`config.mk`:
```
export PLATFORM = sky130hd
export DESIGN_NAME = alu_mc
export DESIGN_NICKNAME = d
export VERILOG_FILES = /design/src/rtl/alu_mc_pkg.sv /design/src/rtl/alu_comb.sv /design/src/rtl/alu_mc.sv
export SDC_FILE = /design/constraint.sdc
export NUM_CORES = 1
export LEC_CHECK = 0
export CORE_MARGIN = 5
export CORE_UTILIZATION = 60
export DETAILED_ROUTE_END_ITERATION = 10
export HOLD_SLACK_MARGIN = 0.06
export PLACE_DENSITY = 0.8
export RECOVER_POWER = 100
export SLEW_MARGIN = 20
export SYNTH_ARGS = -nofsm -noshare
export SYNTH_HDL_FRONTEND = slang
export SYNTH_SLANG_ARGS = --single-unit
```
`constraint.sdc`:
```
create_clock -name clk -period 4.1 [get_ports clk]
set_input_delay 0.41 -clock clk [delete_from_list [all_inputs] [get_ports clk]]
set_output_delay 0.41 -clock clk [all_outputs]
set_load 0.01 [all_outputs]
```
`src/rtl/alu_mc_pkg.sv`:
```
// alu_mc_pkg: shared types and constants for the multi-cycle ALU.
//   aluop_t  - 5-bit operation codes (0x00-0x0F base ops, 0x10-0x13 sequenced ops)
//   state_t  - control FSM states
//   FLAG_*   - bit positions inside the {S, Z, Cy} flag vector
package alu_mc_pkg;

    typedef enum logic [4:0] {
        OP_A    = 5'h00,
        OP_B    = 5'h01,
        OP_NOTA = 5'h02,
        OP_NOTB = 5'h03,
        OP_AND  = 5'h04,
        OP_OR   = 5'h05,
        OP_XOR  = 5'h06,
        OP_ZERO = 5'h07,
        OP_INC  = 5'h08,
        OP_DEC  = 5'h09,
        OP_ADD  = 5'h0A,
        OP_SUB  = 5'h0B,
        OP_ADC  = 5'h0C,
        OP_SBC  = 5'h0D,
        OP_SHL1 = 5'h0E,
        OP_SHR1 = 5'h0F,
        OP_MUL  = 5'h10,
        OP_SHLN = 5'h11,
        OP_SHRN = 5'h12,
        OP_SAR  = 5'h13
    } aluop_t;

    typedef enum logic [1:0] {
        IDLE = 2'd0,
        BUSY = 2'd1,
        DONE = 2'd2
    } state_t;

    localparam int FLAG_S  = 2;
    localparam int FLAG_Z  = 1;
    localparam int FLAG_CY = 0;

endpackage

```
`src/rtl/alu_comb.sv`:
```
// alu_comb: combinational base operations 0x00-0x0F.
//   aluop [3:0]   - low nibble of the operation code
//   a, b [W-1:0]  - operands
//   cy_in         - carry/borrow in for ADC/SBC
//   res [W:0]     - result extended to WIDTH+1 bits; bit WIDTH is carry/borrow
module alu_comb
    import alu_mc_pkg::*;
#(
    parameter int WIDTH = 8
) (
    input  logic [3:0]       aluop,
    input  logic [WIDTH-1:0] a,
    input  logic [WIDTH-1:0] b,
    input  logic             cy_in,
    output logic [WIDTH:0]   res
);

    logic [WIDTH:0] ea, eb, one, cin;

    // Zero-extending to WIDTH+1 makes bit WIDTH the carry for adds and the
    // borrow for subtracts (two's-complement wrap sets it).
    assign ea  = {1'b0, a};
    assign eb  = {1'b0, b};
    assign one = {{WIDTH{1'b0}}, 1'b1};
    assign cin = {{WIDTH{1'b0}}, cy_in};

    always_comb begin
        res = '0;
        case ({1'b0, aluop})
            OP_A:    res = ea;
            OP_B:    res = eb;
            OP_NOTA: res = {1'b0, ~a};
            OP_NOTB: res = {1'b0, ~b};
            OP_AND:  res = ea & eb;
            OP_OR:   res = ea | eb;
            OP_XOR:  res = ea ^ eb;
            OP_ZERO: res = '0;
            OP_INC:  res = ea + one;
            OP_DEC:  res = ea - one;
            OP_ADD:  res = ea + eb;
            OP_SUB:  res = ea - eb;
            OP_ADC:  res = ea + eb + cin;
            OP_SBC:  res = ea - eb - cin;
            OP_SHL1: res = {a, 1'b0};
            OP_SHR1: res = {2'b00, a[WIDTH-1:1]};
            default: res = '0;
        endcase
    end

endmodule

```
`src/rtl/alu_mc.sv`:
```
// alu_mc: multi-cycle width-parametrised ALU with valid/ready on both sides.
//   clk, reset            - clock, synchronous active-high reset
//   in_valid / in_ready   - request handshake (in_ready only in IDLE)
//   aluop, a, b, cy_in    - request fields, captured on accept
//   out_valid / out_ready - result handshake (out_valid only in DONE)
//   result, result_hi     - result (result_hi = MUL high half, else 0)
//   szcy                  - {S, Z, Cy} flags for result
//   busy                  - high in BUSY or DONE
// Base ops finish on the accept edge; MUL and N-bit shifts iterate one bit
// per cycle in BUSY before landing in DONE.
module alu_mc
    import alu_mc_pkg::*;
#(
    parameter int WIDTH = 8
) (
    input  logic             clk,
    input  logic             reset,
    input  logic             in_valid,
    output logic             in_ready,
    input  logic [4:0]       aluop,
    input  logic [WIDTH-1:0] a,
    input  logic [WIDTH-1:0] b,
    input  logic             cy_in,
    output logic             out_valid,
    input  logic             out_ready,
    output logic [WIDTH-1:0] result,
    output logic [WIDTH-1:0] result_hi,
    output logic [2:0]       szcy,
    output logic             busy
);

    localparam int SW = $clog2(WIDTH);

    state_t           state;
    logic [4:0]       op;
    logic [WIDTH-1:0] opa;
    logic [WIDTH-1:0] work_hi, work_lo;
    logic [SW:0]      cnt;

    logic [WIDTH:0]   base_res;
    logic [WIDTH:0]   mul_sum;
    logic [WIDTH-1:0] step_hi, step_lo;
    logic             step_out;
    logic [SW-1:0]    shamt;

    assign shamt = b[SW-1:0];

    alu_comb #(.WIDTH(WIDTH)) u_comb (
        .aluop (aluop[3:0]),
        .a     (a),
        .b     (b),
        .cy_in (cy_in),
        .res   (base_res)
    );

    function automatic logic [2:0] flags(input logic [WIDTH-1:0] r, input logic c);
        logic [2:0] f;
        f          = '0;
        f[FLAG_S]  = r[WIDTH-1];
        f[FLAG_Z]  = (r == '0);
        f[FLAG_CY] = c;
        return f;
    endfunction

    // One iteration of the sequenced op. For MUL, {work_hi, work_lo} is the
    // partial product with the multiplier consumed from work_lo's LSB; for
    // shifts work_lo holds the value being shifted and step_out the bit lost.
    always_comb begin
        mul_sum  = {1'b0, work_hi} + (work_lo[0] ? {1'b0, opa} : '0);
        step_hi  = work_hi;
        step_lo  = work_lo;
        step_out = 1'b0;
        case (op)
            OP_MUL: begin
                step_hi = mul_sum[WIDTH:1];
                step_lo = {mul_sum[0], work_lo[WIDTH-1:1]};
            end
            OP_SHLN: begin
                step_lo  = {work_lo[WIDTH-2:0], 1'b0};
                step_out = work_lo[WIDTH-1];
            end
            OP_SHRN: begin
                step_lo  = {1'b0, work_lo[WIDTH-1:1]};
                step_out = work_lo[0];
            end
            OP_SAR: begin
                step_lo  = {work_lo[WIDTH-1], work_lo[WIDTH-1:1]};
                step_out = work_lo[0];
            end
            default: ;
        endcase
    end

    always_ff @(posedge clk) begin
        if (reset) begin
            state     <= IDLE;
            op        <= '0;
            opa       <= '0;
            work_hi   <= '0;
            work_lo   <= '0;
            cnt       <= '0;
            in_ready  <= 1'b1;
            out_valid <= 1'b0;
            busy      <= 1'b0;
            result    <= '0;
            result_hi <= '0;
            szcy      <= '0;
        end else begin
            case (state)
                IDLE: begin
                    if (in_valid) begin
                        op        <= aluop;
                        opa       <= a;
                        work_hi   <= '0;
                        work_lo   <= (aluop == OP_MUL) ? b : a;
                        result_hi <= '0;
                        in_ready  <= 1'b0;
                        busy      <= 1'b1;
                        if (aluop == OP_MUL) begin
                            cnt   <= (SW + 1)'(WIDTH);
                            state <= BUSY;
                        end else if (aluop inside {OP_SHLN, OP_SHRN, OP_SAR}) begin
                            if (shamt == '0) begin
                                result    <= a;
                                szcy      <= flags(a, 1'b0);
                                out_valid <= 1'b1;
                                state     <= DONE;
                            end else begin
                                cnt   <= {1'b0, shamt};
                                state <= BUSY;
                            end
                        end else begin
                            // Undefined codes 0x14-0x1F behave as ZERO.
                            result    <= aluop[4] ? '0 : base_res[WIDTH-1:0];
                            szcy      <= aluop[4] ? flags('0, 1'b0)
                                                  : flags(base_res[WIDTH-1:0], base_res[WIDTH]);
                            out_valid <= 1'b1;
                            state     <= DONE;
                        end
                    end
                end
                BUSY: begin
                    work_hi <= step_hi;
                    work_lo <= step_lo;
                    cnt     <= cnt - 1'b1;
                    // Last iteration: publish the stepped value directly.
                    if (cnt == 1) begin
                        result    <= step_lo;
                        result_hi <= (op == OP_MUL) ? step_hi : '0;
                        szcy      <= flags(step_lo, (op == OP_MUL) ? |step_hi : step_out);
                        out_valid <= 1'b1;
                        state     <= DONE;
                    end
                end
                DONE: begin
                    if (out_ready) begin
                        out_valid <= 1'b0;
                        busy      <= 1'b0;
                        in_ready  <= 1'b1;
                        state     <= IDLE;
                    end
                end
                default: state <= IDLE;
            endcase
        end
    end

endmodule

```
* Word level (Yosys, flattened, before mapping)
Index checks and enable logic that the tools add are counted.
Storage, ports and cells: register bits after elaboration 57, latch bits 0, memory bits (writable) 0, ROM bits 0, input port bits 26, output and inout port bits 22, memories 0
Operators by class: add/subtract/negate cells 8, multiply operators 0, div/mod/pow operators 0, order comparisons 0, eq/ne operators 33, shift-type cells 0, mux-type cells 52, bitwise operators 5, reduce and logical (&&, ||, !) cells 20
Operator list (number):
- case mux 9 bit (16 select lines) | 1
- 2-to-1 mux 8 bit | 13
- case mux 8 bit (2 select lines) | 4
- equality test 5 bit (second input constant) | 8
- equality test 4 bit (second input constant) | 8
- case mux 8 bit (4 select lines) | 1
- zero test 8 bit | 3
- adder 8 x 8 -> 9 bit | 2
- 2-to-1 mux 3 bit | 6
- equality test 4 x 3 -> 1 bit (second input constant) | 4
- 2-to-1 mux 4 bit | 4
- NOT 8 bit | 2
- 2-to-1 mux 2 bit | 6
- 2-to-1 mux 1 bit | 10
- adder 8 x 1 -> 9 bit (second input constant) | 1
- adder 9 x 1 -> 9 bit | 1
- inequality test 3 bit (second input constant) | 3
- AND reduction 3 bit | 3
- subtractor 8 x 1 -> 9 bit (second input constant) | 1
- subtractor 8 x 8 -> 9 bit | 1
- subtractor 9 x 1 -> 9 bit | 1
- bitwise AND 8 bit | 1
- equality test 4 x 1 -> 1 bit (second input constant) | 2
- equality test 4 x 2 -> 1 bit (second input constant) | 2
- 22 further kinds | 30

* Depth between registers and ports, before layout
Gate-level depths: netlist of run 1.
word-level depth 9, gate-level depth with buffers 14, depth with buffers taken out 13

* Modules after synthesis
A second synthesis of run 1 with hierarchy kept.
Second synthesis, totals: cell total of the unflattened synthesis 800, area total of the unflattened synthesis 5686.7 µm²
By module, submodules not included:
- alu_mc | times used 1, cells each 420, area each 3143.0 µm², seq. area each 1121.1 µm²
- alu_comb | times used 1, cells each 380, area each 2543.7 µm², seq. area each 0.0 µm²

* Worst setup path after synthesis of run 1
Ideal clock, no wire load.
path type in2reg, start point in aluop[1], end point reg result[6], library setup time 129 ps, arrival time 3400 ps, data required time 3971 ps, path slack 571 ps, stages 14, cells stage by stage buf_2 -> or3b_1 -> clkbuf_1 -> nor2_1 -> ha_1 -> a21oi_1 -> a21boi_1 -> mux2i_1 -> or4_1 -> a221oi_1 -> o21ai_1 -> a221o_1 -> a21oi_1 -> o31ai_1
On the way: longest elaborated chain between the ends 7, elaborated cells on any way between the ends 30, those cells by class 21 x eq/ne; 6 x mux; 3 x reduce/logical
RTL lines:
- from (decl) | RTL line alu_mc.sv:20 | input logic [4:0] aluop,
- equality test 4 bit (tied with other cells) | RTL line alu_comb.sv:29 | case ({1'b0, aluop})
- case mux 9 bit (16 select lines) | RTL line alu_comb.sv:29
- 2-to-1 mux 8 bit | RTL line alu_mc.sv:134 | result <= aluop[4] ? '0 : base_res[WIDTH-1:0];
- 2-to-1 mux 8 bit | RTL line alu_mc.sv:122 | end else if (aluop inside {OP_SHLN, OP_SHRN, OP_SAR}) begin
- 2-to-1 mux 8 bit | RTL line alu_mc.sv:119 | if (aluop == OP_MUL) begin
- 2-to-1 mux 8 bit | RTL line alu_mc.sv:111 | if (in_valid) begin
- case mux 8 bit (2 select lines) | RTL line alu_mc.sv:109 | case (state)
- to (signal assigned) | RTL line alu_mc.sv:134
- to (signal assigned) | RTL line alu_mc.sv:148 | result <= step_lo;
- to (decl) | RTL line alu_mc.sv:26 | output logic [WIDTH-1:0] result,
Parallel ways exist; a longest one is shown, timed or not. The select of a mux whose other input is x is not followed. A chain may end at the register's enable or synchronous reset.

* Worst setup path after layout of run 1
start point in aluop[3], end point reg result[6]
The elaborated chain is that of the path after synthesis.

==> flow_summary.toml, run 1 <==
[critical_path]
crit-reg2reg-launch = "work_lo[0]$_SDFFE_PP0P_"
worst_ep_required_time_ps = 4290
arrival_ps = 4040
startpoint_type = "input port"
r2r_cells = 12
r2r-end = "szcy[0]$_SDFFE_PP0P_"
worst-r2r-setup-slack_ps = 730
worstSetupPathType = "in -> reg"
path_max_fanout = 5
critical_path.endpoint_type = "flip-flop"

[power_and_ir_drop]
p_leak_nw = 2.65
powerDensity_nw_per_um2 = 239
post-layout-total-power_mw = 1.55
max-vdd-ir-drop_uv = 197

[timing]
fin_tns_setup_ps = 0
timing.slew.headroom_pct = 33.4
drv_slew = 0
worst_hold_slack_ps = 457
clock_skew_ps = 5.97
timing_hold_violations_final = 0
total_of_endpoints_with_negative_setup_slack_in_the_final_report = 0
setup_repair_after_global_routing_missed_its_margin = "no"
timing.final.ws_setup_ps = 254
final.min_clock_period_ps = 3850
worst_slew_pin_slew_ps = 999
post-route-period-util_pct = 93.8
max_freq_mhz = 260

[floorplan]
core_area_um2 = 9240
io-pin-count = 48
rows = 35
floorplan.initialDensity_pct = 61.7
die_area_um2 = 11500
dieHeight_um = 107
chipWidth_um = 107

[synth]
synth_cells = 790
synth_mux_area_share_pct = 3.45
synth.yosys.warnings = 0
cell_variety_after_synth = 77
synth.top_cell.area_share_pct = 19.7
asyncSetResetFlopFracSynth_pct = 0
mapped_cell_area_um2 = 5700
synthesis.nets = 865
synthAdderAreaFrac_pct = 11.3
synth_seq_area_share_pct = 19.7
yosys.area_share.xor_xnor_pct = 4.15
ys.flop_type = "sky130_fd_sc_hd__dfxtp_1"
dominant_combinational_cell_family_by_area_after_synthesis = "compound AO/OA/AOI/OAI gates"
cell_with_the_most_instances_after_synthesis = "sky130_fd_sc_hd__nand2_1"
yosys.area.top_type = "sky130_fd_sc_hd__dfxtp_1"
synthTopCellsByArea = "sky130_fd_sc_hd__dfxtp_1 (20%), sky130_fd_sc_hd__ha_1 (9.9%), sky130_fd_sc_hd__nand2_1 (5.9%)"
synth_common_cells = "sky130_fd_sc_hd__nand2_1 (89), sky130_fd_sc_hd__nor2_1 (78), sky130_fd_sc_hd__a21oi_1 (62)"
syn_area_per_cell_um2 = 7.22
synthSimpleGateAreaFrac_pct = 25.6
number_of_enable_flip_flop_cells_after_synthesis = 0
synth-compound-area-share_pct = 29.6
synth-seq-cells = 56

[layout]
utilization_pct = 70.1
area_growth_pct = 13.7
fin_cells = 961
antenna_cells = 0
fraction_of_final_layout_cells_with_drive_strength_greater_than_1_pct = 6.97
design_area_um2 = 6480
total_number_of_nets_in_the_final_design = 907

[routing]
detailed_route_wirelength_on_metal2_um = 8880
wirelength_um = 19700
top_signal_layer_used = "met4"
vias_per_cell = 6.81
drc_violation_count_after_routing = 0
met3WireLength_um = 2180
m1WireLength_um = 8010
wire_per_inst_um = 20.5
drt_first_iter_violations = 795
drt-pass1-iter-count = 6
ant_nets = 0
vias = 6546

[cts]
cts_hold_repair.buffers = 0
post-cts-setup-buffers = 0
clock-root-buffer = "sky130_fd_sc_hd__clkbuf_8"
cts_max_level = 2
cts_tree = "done"
cts_sinks = 56
clk_path_buf_depth = 2
clk-insertion-delay-late_ps = 320
cts_buf_count = 5
post_cts.resized_instances = 0
cts.clk_slew.worst_paths_ps = 90

[worst_hold_path]
hold_path_depth = 2
worstHoldPathType = "reg -> reg"
hold-path-endpoint = "result[4]$_SDFFE_PP0P_"
timing.hold.worst.start = "result[4]$_SDFFE_PP0P_"

[placed_design]
hpwl_um = 14900
pre_cts_slack_ps = 42.2
detailed_place.area_um2 = 6430
gp_routability_congestion = 1.01
port_buffer_count = 47
post-place-cells = 954

[grt]
grt_antenna_before_repair = 0
grt_usage_pct = 33.5
grt_pass1_wl_um = 31100
first_global_vias = 6144
grt.overflow.total = 0
grt_max_degree = 61

[run]
timing.max_cap.violations = 0

[run_status]
status = "finished clean"
==> placed cells by master, fill, tap and decap left out, drive strengths merged, types with 6 or more instances in the layout <==
| cell | n |
|---|---|
| nor2 | 78 |
| nor3b | 6 |
| a22oi | 18 |
| o21bai | 7 |
| nand3b | 7 |
| nor4 | 9 |
| dfxtp | 56 |
| xnor2 | 16 |
| o211ai | 9 |
| o22ai | 6 |
| nand4 | 6 |
| nor2b | 11 |
| clkdlybuf4s50 | 23 |
| a21oi | 62 |
| buf | 41 |
| a31oi | 6 |
| dlygate4sd3 | 23 |
| inv | 33 |
| a311oi | 7 |
| a221oi | 16 |
| a211oi | 11 |
| o21ai | 50 |
| nand3 | 17 |
| or2 | 7 |
| nor3 | 25 |
| ha | 45 |
| xor2 | 11 |
| mux2i | 14 |
| a21o | 8 |
| and2 | 16 |
| nand2 | 89 |
| clkbuf | 11 |
==> registers in the layout, summed over array words and instances (netlist names), 2 cells and up <==
name	flops
result	7
cnt	4
work_lo	8
result_hi	8
szcy	3
work_hi	8
state	2
op	5
opa	8
==> per-layer routing <==
metal / vias to the layer above / track usage (%)
met5: - / 0
met4: 0 / 9.92
met3: 71 / 7.08
met2: 408 / 54.0
met1: 3085 / 45.0
li1: 2982 / -
==> worst max path at each step <==
stage	start	endpoint	slack, ps
floorplan	aluop[1]	result[6]$_SDFFE_PP0P_	570
global placement	aluop[3]	result[6]$_SDFFE_PP0P_	110
detailed placement	aluop[3]	result[6]$_SDFFE_PP0P_	40
CTS	aluop[3]	result[6]$_SDFFE_PP0P_	360
global route	aluop[3]	szcy[1]$_SDFFE_PP0P_	30
finish	aluop[3]	result[6]$_SDFFE_PP0P_	250
==> critical path, cell delays in order <==
cell,delay [ps]
sky130_fd_sc_hd__clkdlybuf4s50_1,600
sky130_fd_sc_hd__or3b_1,390
sky130_fd_sc_hd__nor2_1,320
sky130_fd_sc_hd__ha_1,340
sky130_fd_sc_hd__a21oi_1,190
sky130_fd_sc_hd__a21boi_1,140
sky130_fd_sc_hd__mux2i_1,140
sky130_fd_sc_hd__or4_1,550
sky130_fd_sc_hd__a221oi_1,210
sky130_fd_sc_hd__o21ai_0,170
sky130_fd_sc_hd__a221o_1,350
sky130_fd_sc_hd__a21oi_1,130
sky130_fd_sc_hd__o31ai_1,80
==> kinds of logic (layout without fill, tap and decap cells) <==
kind of cell / after synthesis / count (layout)
adders and majority gates: 49 / 49
AOI/OAI and AO/OA: 250 / 250
xor gates and xnor gates: 27 / 27
buffers and inverters: 90 / 132
muxes: 19 / 19
DFF: 56 / 56
and+or+nand+nor: 299 / 299
==> layout make-up <==
class / instances / area, um2
Clock buffer: 6 / 72.6
Clock inverter: 1 / 5.00
Timing Repair Buffer: 92 / 785
Multi-Input combinational cell: 644 / 4210
Tap cell: 129 / 161
Fill cell: 804 / 2760
Inverter: 33 / 124
Sequential cell: 56 / 1120
==> report_power, final <==
part	switching, mW	internal [mW]	leakage, nW
Sequential	0.0255	0.571	0.457
Clock	0.180	0.117	0.0410
Combinational	0.386	0.265	2.15
Total	0.592	0.953	2.65
No activity file was read; power rests on OpenSTA's default activity.
==> run 2: changes to the inputs <==
--- a/config.mk
+++ b/config.mk
@@ -6,12 +6,13 @@
 export NUM_CORES = 1
 export LEC_CHECK = 0
 export CORE_MARGIN = 5
-export CORE_UTILIZATION = 60
+export CORE_UTILIZATION = 53
 export DETAILED_ROUTE_END_ITERATION = 10
 export HOLD_SLACK_MARGIN = 0.06
-export PLACE_DENSITY = 0.8
+export PLACE_DENSITY = 0.72
 export RECOVER_POWER = 100
 export SLEW_MARGIN = 20
 export SYNTH_ARGS = -nofsm -noshare
 export SYNTH_HDL_FRONTEND = slang
 export SYNTH_SLANG_ARGS = --single-unit
+export TNS_END_PERCENT = 5
==> run 2 against run 1 <==
Combinational power increased by 0.6%. Total power down 0.27%. Non-clock buffer count grew 2. Critical path depth grew 1. Clock skew increased by 4.2 ps. First-iteration DRC count up 5.5%. Register-to-register slack got worse by 150 ps. Global-route usage decreased by 2.2 points.
==> flow_summary.toml, run 2 (same netlist as run 1, synthesis figures left out) <==
[critical_path]
arrival_ps = 4040
worstSetupPathType = "in -> reg"
timing.critical_path.max_delay_family = "compound AO/OA/AOI/OAI gates"
logic_depth_of_the_worst_path_buffers_included = 14
critical_path.endpoint_type = "flip-flop"
worstPathCellList = "clkdlybuf4s50_1, inv_1, ha_1, buf_4, nor2_1, a2111oi_0, buf_4, o21ai_1, a221o_1, a221o_1, a221oi_1, o21ai_1, a221oi_1, o21ai_1"
startpoint_type = "input port"
timing.critical_path.mode_cell = "sky130_fd_sc_hd__o21ai_1"
timing.critical_path.slowest_stage_cell = "sky130_fd_sc_hd__clkdlybuf4s50_1"
worst_ep_required_time_ps = 4300
path_max_fanout = 7
slowest_delay_ps = 560
path_buf_inv = 4
r2r_cells = 12

[run_status]
status = "finished clean"

[worst_hold_path]
hold_path_depth = 2
worstHoldPathType = "reg -> reg"

[power_and_ir_drop]
powerDensity_nw_per_um2 = 237
max-vdd-ir-drop_uv = 187
p_leak_nw = 2.65

[grt]
grt.overflow.total = 0
grt_antenna_before_repair = 0
grt_max_degree = 61
grt_pass1_wl_um = 32500
grt_usage_pct = 31.3
first_global_vias = 6176

[run]
timing.max_cap.violations = 0

[routing]
m1WireLength_um = 8790
drt_first_iter_violations = 839
detailed_route_wirelength_on_metal2_um = 8790
drc_violation_count_after_routing = 0
wirelength_um = 20200
drt-pass1-iter-count = 6
ant_nets = 0
top_signal_layer_used = "met4"
vias_per_cell = 6.60
met3WireLength_um = 1940
vias = 6402
wire_per_inst_um = 20.9

[placed_design]
gp_routability_congestion = 1.05
port_buffer_count = 47
post-place-cells = 963
detailed_place.area_um2 = 6450
pre_cts_slack_ps = 15.5
hpwl_um = 15300

[floorplan]
chipWidth_um = 114
floorplan.initialDensity_pct = 54.7
dieHeight_um = 114
rows = 37
core_area_um2 = 10400
die_area_um2 = 12900
io-pin-count = 48

[timing]
post-route-period-util_pct = 93.6
clock_skew_ps = 10.2
max_freq_mhz = 261
drv_slew = 0
timing.slew.headroom_pct = 33.4
fin_tns_setup_ps = 0
worst_slew_pin_slew_ps = 998
setup_repair_after_global_routing_missed_its_margin = "no"
total_of_endpoints_with_negative_setup_slack_in_the_final_report = 0
timing.final.ws_setup_ps = 262
timing_hold_violations_final = 0
worst_hold_slack_ps = 455
final.min_clock_period_ps = 3840

[cts]
cts_sinks = 56
cts_tree = "done"
clk-insertion-delay-late_ps = 310
cts_max_level = 2
clk_path_buf_depth = 2
cts_hold_repair.buffers = 0
cts.clk_slew.worst_paths_ps = 100
clock-root-buffer = "sky130_fd_sc_hd__clkbuf_8"
post_cts.resized_instances = 0
cts_buf_count = 5
post-cts-setup-buffers = 0

[layout]
fraction_of_final_layout_cells_with_drive_strength_greater_than_1_pct = 7.19
most-common-layout-cells = "sky130_fd_sc_hd__nand2_1 (89), sky130_fd_sc_hd__nor2_1 (78), sky130_fd_sc_hd__a21oi_1 (62)"
design_area_um2 = 6500
total_number_of_nets_in_the_final_design = 909
final_common_cell = "sky130_fd_sc_hd__nand2_1"
antenna_cells = 0
fin_cells = 970
area_growth_pct = 14.0
==> run 2: changes by cell type in the layout (fill, tap and decap cells not counted), moves of 2 or more <==
cell                              delta
sky130_fd_sc_hd__o21ai_1             +2
sky130_fd_sc_hd__o21ai_0             -2
sky130_fd_sc_hd__clkdlybuf4s50_1     -2
sky130_fd_sc_hd__dlygate4sd3_1       +2
==> run 2: layer usage <==
| layer | up-vias | GRT usage, % |
|---|---|---|
| met5 | - | 0 |
| met4 | 0 | 10.2 |
| met3 | 62 | 5.94 |
| met2 | 362 | 48.3 |
| met1 | 2994 | 43.9 |
| li1 | 2984 | - |
==> run 2: cell type report <==
class	instances	area, um2
clock buffers	6	72.6
fillers	1007	3920
clock inverters	1	5.00
multi-input cells	644	4210
well taps	136	170
flip-flops and latches	56	1120
repair buffers	94	800
inverters	33	124
==> run 2: final timing paths <==
kind / end / from / slack, ps
worst max-delay path: szcy[2]$_SDFFE_PP0P_ / a[2] / 260
worst min register to register: opa[2]$_SDFFE_PP0P_ / opa[2]$_SDFFE_PP0P_ / 450
worst max register to register: szcy[0]$_SDFFE_PP0P_ / work_lo[0]$_SDFFE_PP0P_ / 580
worst min-delay path: opa[2]$_SDFFE_PP0P_ / opa[2]$_SDFFE_PP0P_ / 450
==> run 2: worst reg2reg max path, delay by kind of cell, from the launching register on <==
| kind | cells | cell delay (ps) |
|---|---|---|
| flip-flops | 1 | 470 |
| adder cells (fa/ha/maj) | 2 | 620 |
| AND/OR/NAND/NOR | 2 | 320 |
| AO/OA/AOI/OAI | 8 | 1990 |
==> run 2: where the power goes <==
group          internal (mW)  switching, mW
clock                  0.117          0.173
combinational          0.264          0.391
sequential             0.571         0.0249
total                  0.953          0.589
==> run 2: stage by stage <==
step	utilization, %	total power [mW]
global placement	61.9	1.24
global route	62.4	1.63
finish	62.4	1.54
floorplan	-	1.02
CTS	62.7	1.54
detailed placement	61.9	1.25
